File: config.mk
export PLATFORM = sky130hd
export DESIGN_NAME = multicycle_controller_flat
export DESIGN_NICKNAME = d
export VERILOG_FILES = /design/src/rtl/mc_pkg.sv /design/src/rtl/multicycle_controller_if.sv /design/src/rtl/mc_alu_decoder.sv /design/src/rtl/multicycle_controller.sv /design/src/flat_wrapper.sv
export SDC_FILE = /design/constraint.sdc
export NUM_CORES = 1
export LEC_CHECK = 0
export ABC_CLOCK_PERIOD_IN_PS = 6180
export BUFFER_PORTS_ARGS = -buffer_cell sky130_fd_sc_hd__buf_2
export CORE_UTILIZATION = 33
export CTS_CLUSTER_SIZE = 24
export DETAILED_ROUTE_END_ITERATION = 12
export GPL_TIMING_DRIVEN = 1
export PLACE_DENSITY = 0.58
export RECOVER_POWER = 25
export SLEW_MARGIN = 20
export SYNTH_ARGS = -nofsm -noshare
export SYNTH_HDL_FRONTEND = slang
export SYNTH_SLANG_ARGS = --single-unit
File: constraint.sdc
create_clock -name clk -period 6.18 [get_ports clk]
set_clock_uncertainty 0.1 [all_clocks]
set_input_delay 0.618 -clock clk [delete_from_list [all_inputs] [get_ports clk]]
set_output_delay 0.618 -clock clk [all_outputs]
set_load 0.01 [all_outputs]
File: src/rtl/mc_pkg.sv
// mc_pkg: shared state, opcode and select encodings
// for the multi-cycle RV32I controller.
package mc_pkg;

  typedef enum logic [3:0] {
    S_FETCH, S_DECODE, S_MEMADR, S_MEMREAD,
    S_MEMWB, S_MEMWRITE, S_EXECR, S_EXECI,
    S_ALUWB, S_BRANCH, S_JAL, S_JALR,
    S_JALRWB, S_UPPER, S_ERR, S_TRAP
  } state_t;

  localparam logic [6:0] OP_LOAD  = 7'b0000011;
  localparam logic [6:0] OP_STORE = 7'b0100011;
  localparam logic [6:0] OP_R     = 7'b0110011;
  localparam logic [6:0] OP_I     = 7'b0010011;
  localparam logic [6:0] OP_BR    = 7'b1100011;
  localparam logic [6:0] OP_JAL   = 7'b1101111;
  localparam logic [6:0] OP_JALR  = 7'b1100111;
  localparam logic [6:0] OP_LUI   = 7'b0110111;
  localparam logic [6:0] OP_AUIPC = 7'b0010111;

  typedef enum logic [3:0] {
    ALU_ADD  = 4'd0, ALU_SUB = 4'd1,
    ALU_AND  = 4'd2, ALU_OR  = 4'd3,
    ALU_XOR  = 4'd4, ALU_SLT = 4'd5,
    ALU_SLTU = 4'd6, ALU_SLL = 4'd7,
    ALU_SRL  = 4'd8, ALU_SRA = 4'd9
  } alu_ctrl_t;

  typedef enum logic [1:0] {
    ALUOP_ADD = 2'b00,
    ALUOP_BR  = 2'b01,
    ALUOP_FN  = 2'b10
  } alu_op_t;

  localparam logic [1:0] RES_ALUOUT = 2'b00;
  localparam logic [1:0] RES_DATA   = 2'b01;
  localparam logic [1:0] RES_ALURES = 2'b10;

  localparam logic [1:0] SRCA_PC    = 2'b00;
  localparam logic [1:0] SRCA_OLDPC = 2'b01;
  localparam logic [1:0] SRCA_RS1   = 2'b10;
  localparam logic [1:0] SRCA_ZERO  = 2'b11;

  localparam logic [1:0] SRCB_RS2  = 2'b00;
  localparam logic [1:0] SRCB_IMM  = 2'b01;
  localparam logic [1:0] SRCB_FOUR = 2'b10;

  localparam logic [2:0] IMM_I = 3'b000;
  localparam logic [2:0] IMM_S = 3'b001;
  localparam logic [2:0] IMM_B = 3'b010;
  localparam logic [2:0] IMM_J = 3'b011;
  localparam logic [2:0] IMM_U = 3'b100;

  function automatic logic op_legal(
    input logic [6:0] op,
    input logic [2:0] f3
  );
    logic ok;
    ok = 1'b0;
    case (op)
      OP_LOAD:  ok = !(f3 == 3'b011 || f3[2:1] == 2'b11);
      OP_STORE: ok = (f3 < 3'b011);
      OP_BR:    ok = (f3[2:1] != 2'b01);
      OP_R, OP_I, OP_JAL, OP_JALR,
      OP_LUI, OP_AUIPC: ok = 1'b1;
      default:  ok = 1'b0;
    endcase
    return ok;
  endfunction

endpackage

File: src/rtl/multicycle_controller_if.sv
// multicycle_controller_if: shared instruction/data
// memory request handshake.
interface multicycle_controller_if;
  logic MemReq;
  logic MemWrite;
  logic AdrSrc;
  logic MemReady;

  modport master (
    output MemReq, MemWrite, AdrSrc,
    input  MemReady
  );

  modport slave (
    input  MemReq, MemWrite, AdrSrc,
    output MemReady
  );
endinterface

File: src/rtl/mc_alu_decoder.sv
// mc_alu_decoder: maps ALUOp/Funct3/Funct7b5/Op5
// to the ALUControl code.
module mc_alu_decoder
  import mc_pkg::*;
(
  input  alu_op_t     alu_op,
  input  logic [2:0]  funct3,
  input  logic        funct7b5,
  input  logic        op5,
  output alu_ctrl_t   alu_ctrl
);

  always_comb begin
    alu_ctrl = ALU_ADD;
    case (alu_op)
      ALUOP_BR: begin
        case (funct3[2:1])
          2'b10:   alu_ctrl = ALU_SLT;
          2'b11:   alu_ctrl = ALU_SLTU;
          default: alu_ctrl = ALU_SUB;
        endcase
      end
      ALUOP_FN: begin
        case (funct3)
          3'b000: alu_ctrl = (op5 && funct7b5) ? ALU_SUB : ALU_ADD;
          3'b001: alu_ctrl = ALU_SLL;
          3'b010: alu_ctrl = ALU_SLT;
          3'b011: alu_ctrl = ALU_SLTU;
          3'b100: alu_ctrl = ALU_XOR;
          3'b101: alu_ctrl = funct7b5 ? ALU_SRA : ALU_SRL;
          3'b110: alu_ctrl = ALU_OR;
          default: alu_ctrl = ALU_AND;
        endcase
      end
      default: alu_ctrl = ALU_ADD;
    endcase
  end

endmodule

File: src/rtl/multicycle_controller.sv
// multicycle_controller: RV32I multi-cycle FSM sequencer with memory
// wait timeout. Define MC_ILLEGAL_TRAP_EN to trap illegal instructions.
module multicycle_controller
  import mc_pkg::*;
#(
  parameter int ALUCTRL_W   = 4,
  parameter int MEM_TIMEOUT = 255
) (
  input  logic                  clk,
  input  logic                  reset,
  input  logic [6:0]            Op,
  input  logic [2:0]            Funct3,
  input  logic                  Funct7b5,
  input  logic                  Zero,
  input  logic                  ALUR0,
  multicycle_controller_if.master mem,
  output logic                  PCWrite,
  output logic                  IRWrite,
  output logic                  RegWrite,
  output logic [1:0]            ResultSrc,
  output logic [1:0]            ALUSrcA,
  output logic [1:0]            ALUSrcB,
  output logic [2:0]            ImmSrc,
  output logic [ALUCTRL_W-1:0]  ALUControl,
  output logic [2:0]            Load,
  output logic [1:0]            Store,
  output logic                  MemErr
`ifdef MC_ILLEGAL_TRAP_EN
  ,
  output logic                  Illegal
`endif
);

  localparam int CW = (MEM_TIMEOUT == 0) ? 8 :
                      (MEM_TIMEOUT == 1) ? 1 :
                      $clog2(MEM_TIMEOUT + 1);

  state_t         state, state_n;
  logic [CW-1:0]  wait_cnt;
  alu_op_t        alu_op;
  alu_ctrl_t      alu_ctrl;
  logic           req, timeout, taken, bad_state_sel;
  state_t         bad_state;

  mc_alu_decoder u_alu_dec (
    .alu_op   (alu_op),
    .funct3   (Funct3),
    .funct7b5 (Funct7b5),
    .op5      (Op[5]),
    .alu_ctrl (alu_ctrl)
  );

  assign ALUControl = ALUCTRL_W'(alu_ctrl);
  assign req = (state == S_FETCH) || (state == S_MEMREAD) ||
               (state == S_MEMWRITE);
  assign timeout = (MEM_TIMEOUT != 0) && req &&
                   (wait_cnt == CW'(MEM_TIMEOUT));
  assign taken = (Funct3[2] ? ALUR0 : Zero) ^ Funct3[0];
  assign bad_state_sel = !op_legal(Op, Funct3);

`ifdef MC_ILLEGAL_TRAP_EN
  assign bad_state = S_TRAP;
  assign Illegal   = (state == S_TRAP);
`else
  assign bad_state = S_FETCH;
`endif

  always_ff @(posedge clk) begin
    if (reset) begin
      state    <= S_FETCH;
      wait_cnt <= '0;
    end else begin
      state <= state_n;
      if (state_n != state || mem.MemReady)
        wait_cnt <= '0;
      else if (req && wait_cnt != '1)
        wait_cnt <= wait_cnt + 1'b1;
    end
  end

  always_comb begin
    state_n      = state;
    mem.MemReq   = 1'b0;
    mem.MemWrite = 1'b0;
    mem.AdrSrc   = 1'b0;
    PCWrite      = 1'b0;
    IRWrite      = 1'b0;
    RegWrite     = 1'b0;
    ResultSrc    = RES_ALUOUT;
    ALUSrcA      = SRCA_PC;
    ALUSrcB      = SRCB_RS2;
    ImmSrc       = IMM_I;
    alu_op       = ALUOP_ADD;
    Load         = 3'b000;
    Store        = 2'b00;
    MemErr       = 1'b0;
    case (state)
      S_FETCH: begin
        mem.MemReq = 1'b1;
        ALUSrcB    = SRCB_FOUR;
        ResultSrc  = RES_ALURES;
        if (mem.MemReady) begin
          IRWrite = 1'b1;
          PCWrite = 1'b1;
          state_n = S_DECODE;
        end
      end
      S_DECODE: begin
        ALUSrcA = SRCA_OLDPC;
        ALUSrcB = SRCB_IMM;
        // JAL needs its own offset in ALUOut; all others precompute a branch target
        ImmSrc  = (Op == OP_JAL) ? IMM_J : IMM_B;
        if (bad_state_sel) begin
          state_n = bad_state;
        end else begin
          case (Op)
            OP_LOAD, OP_STORE: state_n = S_MEMADR;
            OP_R:              state_n = S_EXECR;
            OP_I:              state_n = S_EXECI;
            OP_BR:             state_n = S_BRANCH;
            OP_JAL:            state_n = S_JAL;
            OP_JALR:           state_n = S_JALR;
            OP_LUI, OP_AUIPC:  state_n = S_UPPER;
            default:           state_n = S_FETCH;
          endcase
        end
      end
      S_MEMADR: begin
        ALUSrcA = SRCA_RS1;
        ALUSrcB = SRCB_IMM;
        ImmSrc  = Op[5] ? IMM_S : IMM_I;
        state_n = Op[5] ? S_MEMWRITE : S_MEMREAD;
      end
      S_MEMREAD: begin
        mem.MemReq = 1'b1;
        mem.AdrSrc = 1'b1;
        if (mem.MemReady) state_n = S_MEMWB;
      end
      S_MEMWB: begin
        ResultSrc = RES_DATA;
        Load      = Funct3;
        RegWrite  = 1'b1;
        state_n   = S_FETCH;
      end
      S_MEMWRITE: begin
        mem.MemReq   = 1'b1;
        mem.MemWrite = 1'b1;
        mem.AdrSrc   = 1'b1;
        Store        = Funct3[1:0];
        if (mem.MemReady) state_n = S_FETCH;
      end
      S_EXECR: begin
        ALUSrcA = SRCA_RS1;
        alu_op  = ALUOP_FN;
        state_n = S_ALUWB;
      end
      S_EXECI: begin
        ALUSrcA = SRCA_RS1;
        ALUSrcB = SRCB_IMM;
        alu_op  = ALUOP_FN;
        state_n = S_ALUWB;
      end
      S_ALUWB: begin
        RegWrite = 1'b1;
        state_n  = S_FETCH;
      end
      S_BRANCH: begin
        ALUSrcA = SRCA_RS1;
        alu_op  = ALUOP_BR;
        PCWrite = taken;
        state_n = S_FETCH;
      end
      S_JAL: begin
        ALUSrcA = SRCA_OLDPC;
        ALUSrcB = SRCB_FOUR;
        PCWrite = 1'b1;
        state_n = S_ALUWB;
      end
      S_JALR: begin
        ALUSrcA   = SRCA_RS1;
        ALUSrcB   = SRCB_IMM;
        ResultSrc = RES_ALURES;
        PCWrite   = 1'b1;
        state_n   = S_JALRWB;
      end
      S_JALRWB: begin
        ALUSrcA   = SRCA_OLDPC;
        ALUSrcB   = SRCB_FOUR;
        ResultSrc = RES_ALURES;
        RegWrite  = 1'b1;
        state_n   = S_FETCH;
      end
      S_UPPER: begin
        ALUSrcA = Op[5] ? SRCA_ZERO : SRCA_OLDPC;
        ALUSrcB = SRCB_IMM;
        ImmSrc  = IMM_U;
        state_n = S_ALUWB;
      end
      S_ERR:   MemErr = 1'b1;
      S_TRAP:  state_n = S_TRAP;
      default: state_n = S_FETCH;
    endcase
    // a stalled request past the limit overrides everything
    if (timeout) begin
      state_n      = S_ERR;
      mem.MemReq   = 1'b0;
      mem.MemWrite = 1'b0;
      PCWrite      = 1'b0;
      IRWrite      = 1'b0;
      RegWrite     = 1'b0;
      MemErr       = 1'b1;
    end
  end

endmodule

File: src/flat_wrapper.sv
// flat-port wrapper written by rule: the top's interface ports become plain ports
module multicycle_controller_flat import mc_pkg::*;
#(
  parameter int ALUCTRL_W   = 4,
  parameter int MEM_TIMEOUT = 255
)
  (clk, reset, Op, Funct3, Funct7b5, Zero, ALUR0, PCWrite, IRWrite, RegWrite, ResultSrc, ALUSrcA, ALUSrcB, ImmSrc, ALUControl, Load, Store, MemErr, mem_MemReq, mem_MemWrite, mem_AdrSrc, mem_MemReady);
  multicycle_controller_if mem_i ();
  input  logic clk;
  input  logic reset;
  input  logic [6:0] Op;
  input  logic [2:0] Funct3;
  input  logic Funct7b5;
  input  logic Zero;
  input  logic ALUR0;
  output logic PCWrite;
  output logic IRWrite;
  output logic RegWrite;
  output logic [1:0] ResultSrc;
  output logic [1:0] ALUSrcA;
  output logic [1:0] ALUSrcB;
  output logic [2:0] ImmSrc;
  output logic [ALUCTRL_W-1:0] ALUControl;
  output logic [2:0] Load;
  output logic [1:0] Store;
  output logic MemErr;
  output wire logic [$bits(mem_i.MemReq)-1:0] mem_MemReq;
  output wire logic [$bits(mem_i.MemWrite)-1:0] mem_MemWrite;
  output wire logic [$bits(mem_i.AdrSrc)-1:0] mem_AdrSrc;
  input wire logic [$bits(mem_i.MemReady)-1:0] mem_MemReady;
  assign mem_MemReq = mem_i.MemReq;
  assign mem_MemWrite = mem_i.MemWrite;
  assign mem_AdrSrc = mem_i.AdrSrc;
  assign mem_i.MemReady = mem_MemReady;
  multicycle_controller #(.ALUCTRL_W(ALUCTRL_W), .MEM_TIMEOUT(MEM_TIMEOUT)) u_core (.clk(clk), .reset(reset), .Op(Op), .Funct3(Funct3), .Funct7b5(Funct7b5), .Zero(Zero), .ALUR0(ALUR0), .mem(mem_i), .PCWrite(PCWrite), .IRWrite(IRWrite), .RegWrite(RegWrite), .ResultSrc(ResultSrc), .ALUSrcA(ALUSrcA), .ALUSrcB(ALUSrcB), .ImmSrc(ImmSrc), .ALUControl(ALUControl), .Load(Load), .Store(Store), .MemErr(MemErr));
endmodule
* After elaboration in Yosys (flattened, before gate mapping)
Index checks and enable logic that the tools add are counted.
** Operators by class
- $add $sub $neg :: 1
- Magnitude comparators :: 1
- Eq/ne operators :: 38
- Muxes and demuxes :: 39
- Bitwise logic cells :: 1
- Reductions and logical operators :: 26
** Operators by type and width (count)
- case mux 4 bit (7 select lines) :: 2
- case mux 4 bit (9 select lines) :: 1
- == test 4 bit, second input constant :: 8
- == test 7 x 6 -> 1 bit, second input constant :: 3
- == test 7 bit, second input constant :: 3
- two-way mux 4 bit :: 5
- two-way mux 1 bit :: 18
- == test 4 x 3 -> 1 bit, second input constant :: 4
- OR reduction 3 bit :: 5
- == test 7 x 5 -> 1 bit, second input constant :: 2
- case mux 2 bit (2 select lines) :: 3
- OR reduction 2 bit :: 6
- OR reduction 5 bit :: 2
- == test 3 bit, second input constant :: 3
- case mux 3 bit (3 select lines) :: 1
- adder 8 x 1 -> 8 bit, second input constant :: 1
- == test 4 x 2 -> 1 bit, second input constant :: 2
- == test 8 bit, second input constant :: 1
- inequality test 8 bit, second input constant :: 1
- case mux 4 bit (2 select lines) :: 1
- OR reduction 4 bit :: 2
- == test 7 x 2 -> 1 bit, second input constant :: 1
- == test 2 bit, second input constant :: 3
- == test 3 x 2 -> 1 bit, second input constant :: 2
- other kinds (19) :: 26
** Word-level totals
- Flip-flop bits (word level) :: 12
- Output and inout bits :: 25
- Word-level logic and storage cells :: 108

* Logic depth before layout (Yosys ltp)
Gate-level depths: netlist (run 1).
- Word-level depth :: 10
- Mapped depth :: 10
- Mapped depth without buffers :: 8

* Cells and area by module
From an unflattened synthesis (run 1), not the netlist that was laid out.
** Second synthesis, totals
- Cells, all modules :: 196
- Area, all modules :: 1422.6 um^2
** By module, submodules not included
- multicycle_controller :: times used 1, cells an instance 175, area each 1287.5 um^2, sequential area each 240.2 um^2
- mc_alu_decoder :: times used 1, cells an instance 21, area each 135.1 um^2, sequential area each 0.0 um^2

* Least setup slack after synthesis (run 1)
No wires, ideal clock.
- Kind :: input -> register
- Start point :: in Funct3[0]
- End point :: reg u_core.wait_cnt[0]
- Arrival time :: 2.421 ns
- Data required time :: 5.988 ns
- Slack :: 3.567 ns
- Stages :: 9
- Path buffers :: 2
- Path through :: clkbuf_1 -> o21ai_0 -> and4b_1 -> a41oi_1 -> a21oi_1 -> nor3_1 -> or4b_1 -> buf_2 -> nor4_1
** On the way
- Cells in the longest elaborated chain, start to end :: 10
- Elaborated cells on any way between the ends :: 11
** RTL lines
- start: declaration :: RTL line flat_wrapper.sv:12 : input logic [2:0] Funct3;
- parallel branches: the longest is 3 deep, another holds < comparator 3 x 2 -> 1 bit
- case mux 1 bit (4 select lines) * :: RTL line mc_pkg.sv:61 : case (op)
- two-way mux 4 bit * :: RTL line multicycle_controller.sv:113 : if (bad_state_sel) begin
- case mux 4 bit (9 select lines) * :: RTL line multicycle_controller.sv:97 : case (state)
- two-way mux 4 bit * :: RTL line multicycle_controller.sv:204 : if (timeout) begin
- inequality test 4 bit * :: RTL line multicycle_controller.sv:74 : if (state_n != state || mem.MemReady)
- logical OR 1 bit * :: RTL line multicycle_controller.sv:74
- OR reduction 2 bit (no source line) *
- end signal: assignment :: RTL line multicycle_controller.sv:77 : wait_cnt <= wait_cnt + 1'b1;
- end: declaration :: RTL line multicycle_controller.sv:39 : logic [CW-1:0] wait_cnt;
Every way passes the cells marked *.
A chain may end at the register's enable or synchronous reset.

* Worst setup path after layout (run 1)
- Start point :: reg u_core.state[2]
- End point :: out ALUControl[2]
** On the way
- Cells in the longest elaborated chain, start to end :: 5
- Elaborated cells on any way between the ends :: 8
** RTL lines
- start: declaration :: RTL line multicycle_controller.sv:38 : state_t state, state_n;
- start signal: assignment :: RTL line multicycle_controller.sv:73 : state <= state_n;
- == test 4 x 3 -> 1 bit :: RTL line multicycle_controller.sv:97
- OR reduction 2 bit (no source line)
- case mux 2 bit (2 select lines) * :: RTL line multicycle_controller.sv:97
- == test 2 bit / == test 2 x 1 -> 1 bit (equally long branches) :: RTL line mc_alu_decoder.sv:15 : case (alu_op)
- case mux 4 bit (2 select lines) * :: RTL line mc_alu_decoder.sv:15
- end: declaration :: RTL line flat_wrapper.sv:23 : output logic [ALUCTRL_W-1:0] ALUControl;
Mark *: on every way between the ends. The rest lies on a longest branch, timed or not.

==> results.py, run 1 <==
metrics = {
    "clock_network": {
        "cts_max_path_buffers": 2,
        "htree_levels": 1,
        "clkSinkCount": 12,
        "clk_pin_slew_ns": 0.05,
        "postCtsSetupRepairBufs": 0,
        "numCtsBuffers": 3,
        "cts_tree": "done",
        "cts_resized": 0,
        "cts_root_buf": "clkbuf_8",
        "cts_hold_buf": 0,
        "clk_latency_ns": 0.24,
    },
    "timing": {
        "post-route-period-util_pct": 50.9,
        "hold_ws_ns": 0.449,
        "period_needed_ns": 3.15,
        "hold_viol": 0,
        "worstMarginPinSlew_ns": 0.730,
        "finalSetupViolations": 0,
        "fin_setup_tns_ns": 0,
        "final_max_slew_viol_count": 0,
        "layout_setup_ws_ns": 3.03,
        "max-slew-margin-rel_pct": 51.0,
        "fmax_mhz": 318,
        "rsz0062_at_grt": "false",
    },
    "yosys": {
        "ys_warn_count": 0,
        "synth-simple-area-share_pct": 37.5,
        "syn_area_um2": 1370,
        "ys_dominant_reg_cell": "dfxtp_1",
        "synthXorXnorAreaFrac_pct": 7.69,
        "synth-edff-count": 0,
        "synth_top_area_cell": "dfxtp_1",
        "synthCells": 195,
        "avgSynthCellArea_um2": 7.01,
        "synthArstFlopShare_pct": 0,
        "synth.distinct_cells": 51,
        "synth_area_leaders": "dfxtp_1 (18%), o21ai_0 (5.9%), nor4_1 (4.6%)",
        "synth_seq_area_share_pct": 17.6,
        "synth_top_family_by_area": "simple AND/OR/NAND/NOR gates",
        "synthMuxAreaShare_pct": 2.93,
        "synth_top_area_share_pct": 17.6,
        "synth.net_count": 214,
        "synth-seq-cells": 12,
        "synth_compound_area_share_pct": 24.3,
        "synthAdderAreaFrac_pct": 2.75,
    },
    "critical_path": {
        "critPathLaunchType": "flip-flop",
        "cp_cell_sequence": "nor2b_1, and2_1, ha_1, nor2b_1, o21ai_0, a21oi_1, buf_2",
        "r2r_setup_slack_ns": 3.20,
        "required_ns": 5.46,
        "cp_num_buf_inv": 1,
        "arrival_ns": 2.43,
        "reg2reg_depth": 7,
        "worst-path-stages": 7,
        "worst_setup_path_end_kind": "primary output",
        "max_stage_delay_ns": 0.68,
        "startpoint": "u_core.state[2]",
        "crit_top_cell": "nor2b_1",
        "worst_path_dominant_cell_family": "simple AND/OR/NAND/NOR gates",
        "r2r-end": "u_core.wait_cnt[7]",
        "slowest_stage": "dfxtp_1",
        "crit_type": "reg2out",
        "timing.rr.start": "u_core.state[0]",
        "cp_max_fo": 18,
    },
    "routing": {
        "drt_first_pass_iters": 4,
        "ant_nets": 0,
        "wl_um": 3440,
        "viasPerCell": 5.46,
        "wl_per_cell_um": 12.5,
        "drt_iter0_drc": 70,
        "route.detailed.drc": 0,
        "routed-via-count": 1501,
    },
    "die": {
        "die_h_um": 66.3,
        "io_pins": 41,
        "fp.dieArea_um2": 4400,
        "core_um2": 4000,
        "rows": 23,
        "initial_core_util_pct": 34.2,
        "die_w_um": 66.3,
    },
    "grt": {
        "grt_pass1_vias": 1275,
        "grt_pass1_wl_um": 5860,
        "overflow": 0,
        "grt_max_degree": 24,
        "grt_util_all_layers_pct": 16.9,
        "antenna_found_initial": 0,
    },
    "power_and_ir_drop": {
        "powerDensity_nw_per_um2": 120,
        "p_leak_nw": 0.686,
        "ir_drop_uv": 47.4,
        "finalPower_w": 0.000192,
    },
    "layout": {
        "syn_to_final_growth_pct": 17.0,
        "antennaDiodeCount": 0,
        "drive_gt1_share_pct": 19.1,
        "multi_input_area_um2": 1030,
        "final_core_util_pct": 40.0,
        "fin_nets": 246,
        "regArea_um2": 240,
        "fillers": 435,
    },
    "placed_design": {
        "gp_congestion": 0.758,
        "numPortBuffers": 40,
        "pre_cts_ws_ns": 3.21,
        "dp_hpwl_um": 2670,
    },
    "min_path": {
        "hold_class": "reg2reg",
        "whs_path_depth": 2,
        "whs_endpoint": "u_core.wait_cnt[1]",
        "worstHoldStart": "u_core.wait_cnt[1]",
    },
    "run": {
        "drv_cap": 0,
    },
    "outcome": {
        "status": "complete, no violations",
    },
}
Yosys cell counts (2+ instances only):
cell,count
inv_1,9
xnor2_1,5
ha_1,3
and2_1,4
a21oi_1,10
o31ai_1,2
nand2b_1,5
and4_1,2
a31oi_1,2
dfxtp_1,12
nor4_1,10
o21ai_0,16
buf_6,2
nor2b_1,4
nor3_1,8
nand4_1,3
xor2_1,7
buf_2,2
and3_1,8
o22ai_1,2
nand3_1,6
mux2i_1,4
nand2_1,15
nor2_1,16
clkbuf_1,8
nand4b_1,2
nand3b_1,3
a221oi_1,2
stage by stage:
stage / instance area (um2) / instances
after floorplan: 1370 / 195
after global placement: 1560 / 272
after detailed placement: 1560 / 272
after CTS: 1600 / 275
after global routing: 1600 / 275
final: 1600 / 275
flip-flops by register name (all words and copies together) (netlist names):
signal	count
u_core.wait_cnt	8
u_core.state	4
cell families after synthesis:
group	after synthesis
buffers and inverters	22
xor gates and xnor gates	12
AOI/OAI and AO/OA	49
muxes	4
adders and majority gates	3
DFF	12
and+or+nand+nor	93
final cells by class:
class | count | area share, %
clock buffer | 3 | 2.58
sequential | 12 | 15.0
timing repair buffer | 40 | 12.2
inverter | 9 | 2.11
multi-input combinational | 161 | 64.2
tap | 50 | 3.91
cells in the final DEF, fill, tap and decap left out, types with 3 or more instances in the layout:
cell type and count:
a21oi_1 10, and2_1 3, and3_1 8, buf_2 36, clkbuf_1 4, clkbuf_8 3
dfxtp_1 12, ha_1 3, inv_1 9, mux2i_1 4, nand2_1 15, nand2b_1 5
nand3_1 6, nand3b_1 3, nand4_1 3, nor2_1 16, nor2b_1 4, nor3_1 8
nor4_1 10, o21ai_0 16, xnor2_1 5, xor2_1 7
metal layers:
| layer | wire length (um) | global-route usage, % | vias up |
|---|---|---|---|
| met1 | 1680 | 23.0 | 681 |
| met5 | 0 | 0 | - |
| met4 | 23 | 3.99 | 0 |
| met3 | 154 | 2.24 | 3 |
| li1 | - | - | 780 |
| met2 | 1580 | 27.7 | 37 |
report_power, final:
part	total [W]	switching [W]	internal (W)
Clock	0.0000710	0.0000281	0.0000429
Sequential	0.0000810	0.00000256	0.0000785
Combinational	0.0000400	0.0000239	0.0000161
how the worst max path moves through the flow:
| stage | slack (ns) | endpoint |
|---|---|---|
| after floorplan | 3.57 | u_core.wait_cnt[0] |
| after global placement | 3.26 | u_core.wait_cnt[4] |
| after detailed placement | 3.21 | u_core.wait_cnt[6] |
| after CTS | 3.03 | ALUControl[2] |
| after global routing | 2.76 | ALUControl[2] |
| final | 3.03 | ALUControl[2] |
worst min-delay path: stages (launching register included):
cell,delay [ns]
dfxtp_1,0.32
mux2i_1,0.13
nor4_1,0.06
(Power assumes the default switching activity.)
==> inputs of run 2 (changes only) <==
ABC_CLOCK_PERIOD_IN_PS = 3300   (was 6180)
clock period = 3.3 ns   (was 6.18 ns; I/O delays follow)
==> run 2 against run 1 <==
Count of clock-buffer cells in the layout is the same. Combinational power grew 96%. Non-clock buffer count grew 3.
==> results.py, run 2 (same netlist as run 1, synthesis figures left out) <==
metrics = {
    "timing": {
        "worstMarginPinSlew_ns": 0.698,
        "finalSetupViolations": 0,
        "fin_setup_tns_ns": 0,
        "post-route-period-util_pct": 88.4,
        "hold_viol": 0,
        "period_needed_ns": 2.92,
        "max-slew-margin-rel_pct": 53.1,
        "rsz0062_at_grt": "false",
        "final_max_slew_viol_count": 0,
        "fmax_mhz": 343,
    },
    "layout": {
        "largest_register_ffs": 8,
        "drive_gt1_share_pct": 19.3,
        "largestRegisters": "u_core.wait_cnt (8), u_core.state (4)",
        "final_core_util_pct": 40.4,
        "syn_to_final_growth_pct": 18.1,
        "layout_commonest_cell": "buf_2",
        "final_area_um2": 1610,
        "fin_nets": 249,
        "final_cell_mix": "buf_2 (36), nor2_1 (16), o21ai_0 (16), nand2_1 (15), dfxtp_1 (12)",
        "top_register": "u_core.wait_cnt",
        "antennaDiodeCount": 0,
    },
    "routing": {
        "viasPerCell": 5.41,
        "wl_per_cell_um": 13.3,
        "routed-via-count": 1505,
        "route.detailed.drc": 0,
        "drt_iter0_drc": 84,
        "drt_first_pass_iters": 4,
        "wl_um": 3690,
        "ant_nets": 0,
    },
    "critical_path": {
        "reg2reg_depth": 7,
        "cp_max_fo": 18,
        "r2r-end": "u_core.wait_cnt[6]",
        "critPathLaunchType": "flip-flop",
        "r2r_setup_slack_ns": 0.38,
        "timing.rr.start": "u_core.state[2]",
        "crit_type": "reg2reg",
        "worst_setup_path_end_kind": "flip-flop",
        "arrival_ns": 2.96,
        "required_ns": 3.34,
    },
    "clock_network": {
        "clk_pin_slew_ns": 0.05,
        "clk_latency_ns": 0.24,
        "cts_max_path_buffers": 2,
        "clkSinkCount": 12,
        "cts_tree": "done",
        "postCtsSetupRepairBufs": 0,
        "htree_levels": 1,
        "numCtsBuffers": 3,
        "cts_root_buf": "clkbuf_8",
        "cts_hold_buf": 0,
        "cts_resized": 0,
    },
    "grt": {
        "grt_pass1_wl_um": 5890,
        "antenna_found_initial": 0,
        "grt_max_degree": 19,
        "grt_pass1_vias": 1346,
        "grt_util_all_layers_pct": 17.2,
        "overflow": 0,
    },
    "power_and_ir_drop": {
        "p_leak_nw": 0.690,
        "pwr-share-seq_pct": 41.5,
        "p_int_w": 0.000259,
        "powerDensity_nw_per_um2": 224,
        "combPwrFrac_pct": 21.7,
        "p_clk_share_pct": 36.8,
        "p_sw_share_pct": 28.6,
        "ir_drop_uv": 106,
        "p_switching_w": 0.000103,
    },
    "die": {
        "io_pins": 41,
        "rows": 23,
        "fp.dieArea_um2": 4400,
        "die_w_um": 66.3,
        "core_um2": 4000,
        "initial_core_util_pct": 34.2,
        "die_h_um": 66.3,
    },
    "min_path": {
        "whs_endpoint": "u_core.state[2]",
        "worstHoldStart": "reset",
        "whs_path_depth": 2,
        "hold_class": "in2reg",
    },
    "outcome": {
        "status": "complete, no violations",
    },
    "run": {
        "drv_cap": 0,
    },
    "placed_design": {
        "numPortBuffers": 40,
        "dp_hpwl_um": 2800,
        "gp_congestion": 0.808,
        "place_area_um2": 1590,
    },
}
==> run 2: routing by layer <==
metal / wire length, um / global-route usage [%] / part of all wire, %
met4: 18 / 5.05 / 0.49
met3: 173 / 2.07 / 4.7
met2: 1720 / 29.3 / 47
met1: 1780 / 22.3 / 48
met5: 0 / 0 / 0
==> run 2: how the worst max path moves through the flow <==
stage | from | end | slack, ns | cells past startpoint
after floorplan | u_core.state[2] | u_core.wait_cnt[0] | 0.86 | 10
after global placement | u_core.state[2] | u_core.wait_cnt[2] | 0.61 | 7
after detailed placement | u_core.state[2] | u_core.wait_cnt[6] | 0.50 | 7
after CTS | u_core.state[2] | u_core.wait_cnt[6] | 0.50 | 7
after global routing | u_core.state[2] | u_core.wait_cnt[6] | 0.14 | 7
final | u_core.state[2] | u_core.wait_cnt[6] | 0.38 | 7
==> run 2: critical path: stages, from the launching register on <==
cell     delay [ns]
dfxtp_1        0.68
or2_0          0.46
o41ai_4        0.14
a21oi_2        0.25
nand3_1        0.12
xor2_1         0.15
or4b_1         0.64
nor4_1         0.29
==> run 2: metrics by stage <==
stage	total power (W)	std cells	hold WS, ns	setup slack [ns]
after CTS	0.000365	278	0.220	0.495
final	0.000362	278	0.221	0.383
after global routing	0.000380	278	0.233	0.140
after detailed placement	0.000232	275	0.449	0.496
after global placement	0.000232	275	0.461	0.613
after floorplan	0.000203	195	0.299	0.863
==> run 2: power groups by stage <==
stage / Clock, W / Combinational (W) / Sequential [W]
after CTS: 0.000136 / 0.0000785 / 0.000150
after detailed placement: 0 / 0.0000788 / 0.000153
after floorplan: 0 / 0.0000522 / 0.000151
after global placement: 0 / 0.0000787 / 0.000153
final: 0.000133 / 0.0000786 / 0.000150
after global routing: 0.000143 / 0.0000866 / 0.000150
==> run 2: final cells by class <==
type	count	area (um2)
multi-input cells	161	1030
well taps	50	62.6
fillers	423	2390
inverters	9	33.8
clock buffers	3	41.3
flip-flops and latches	12	240
repair buffers	43	210
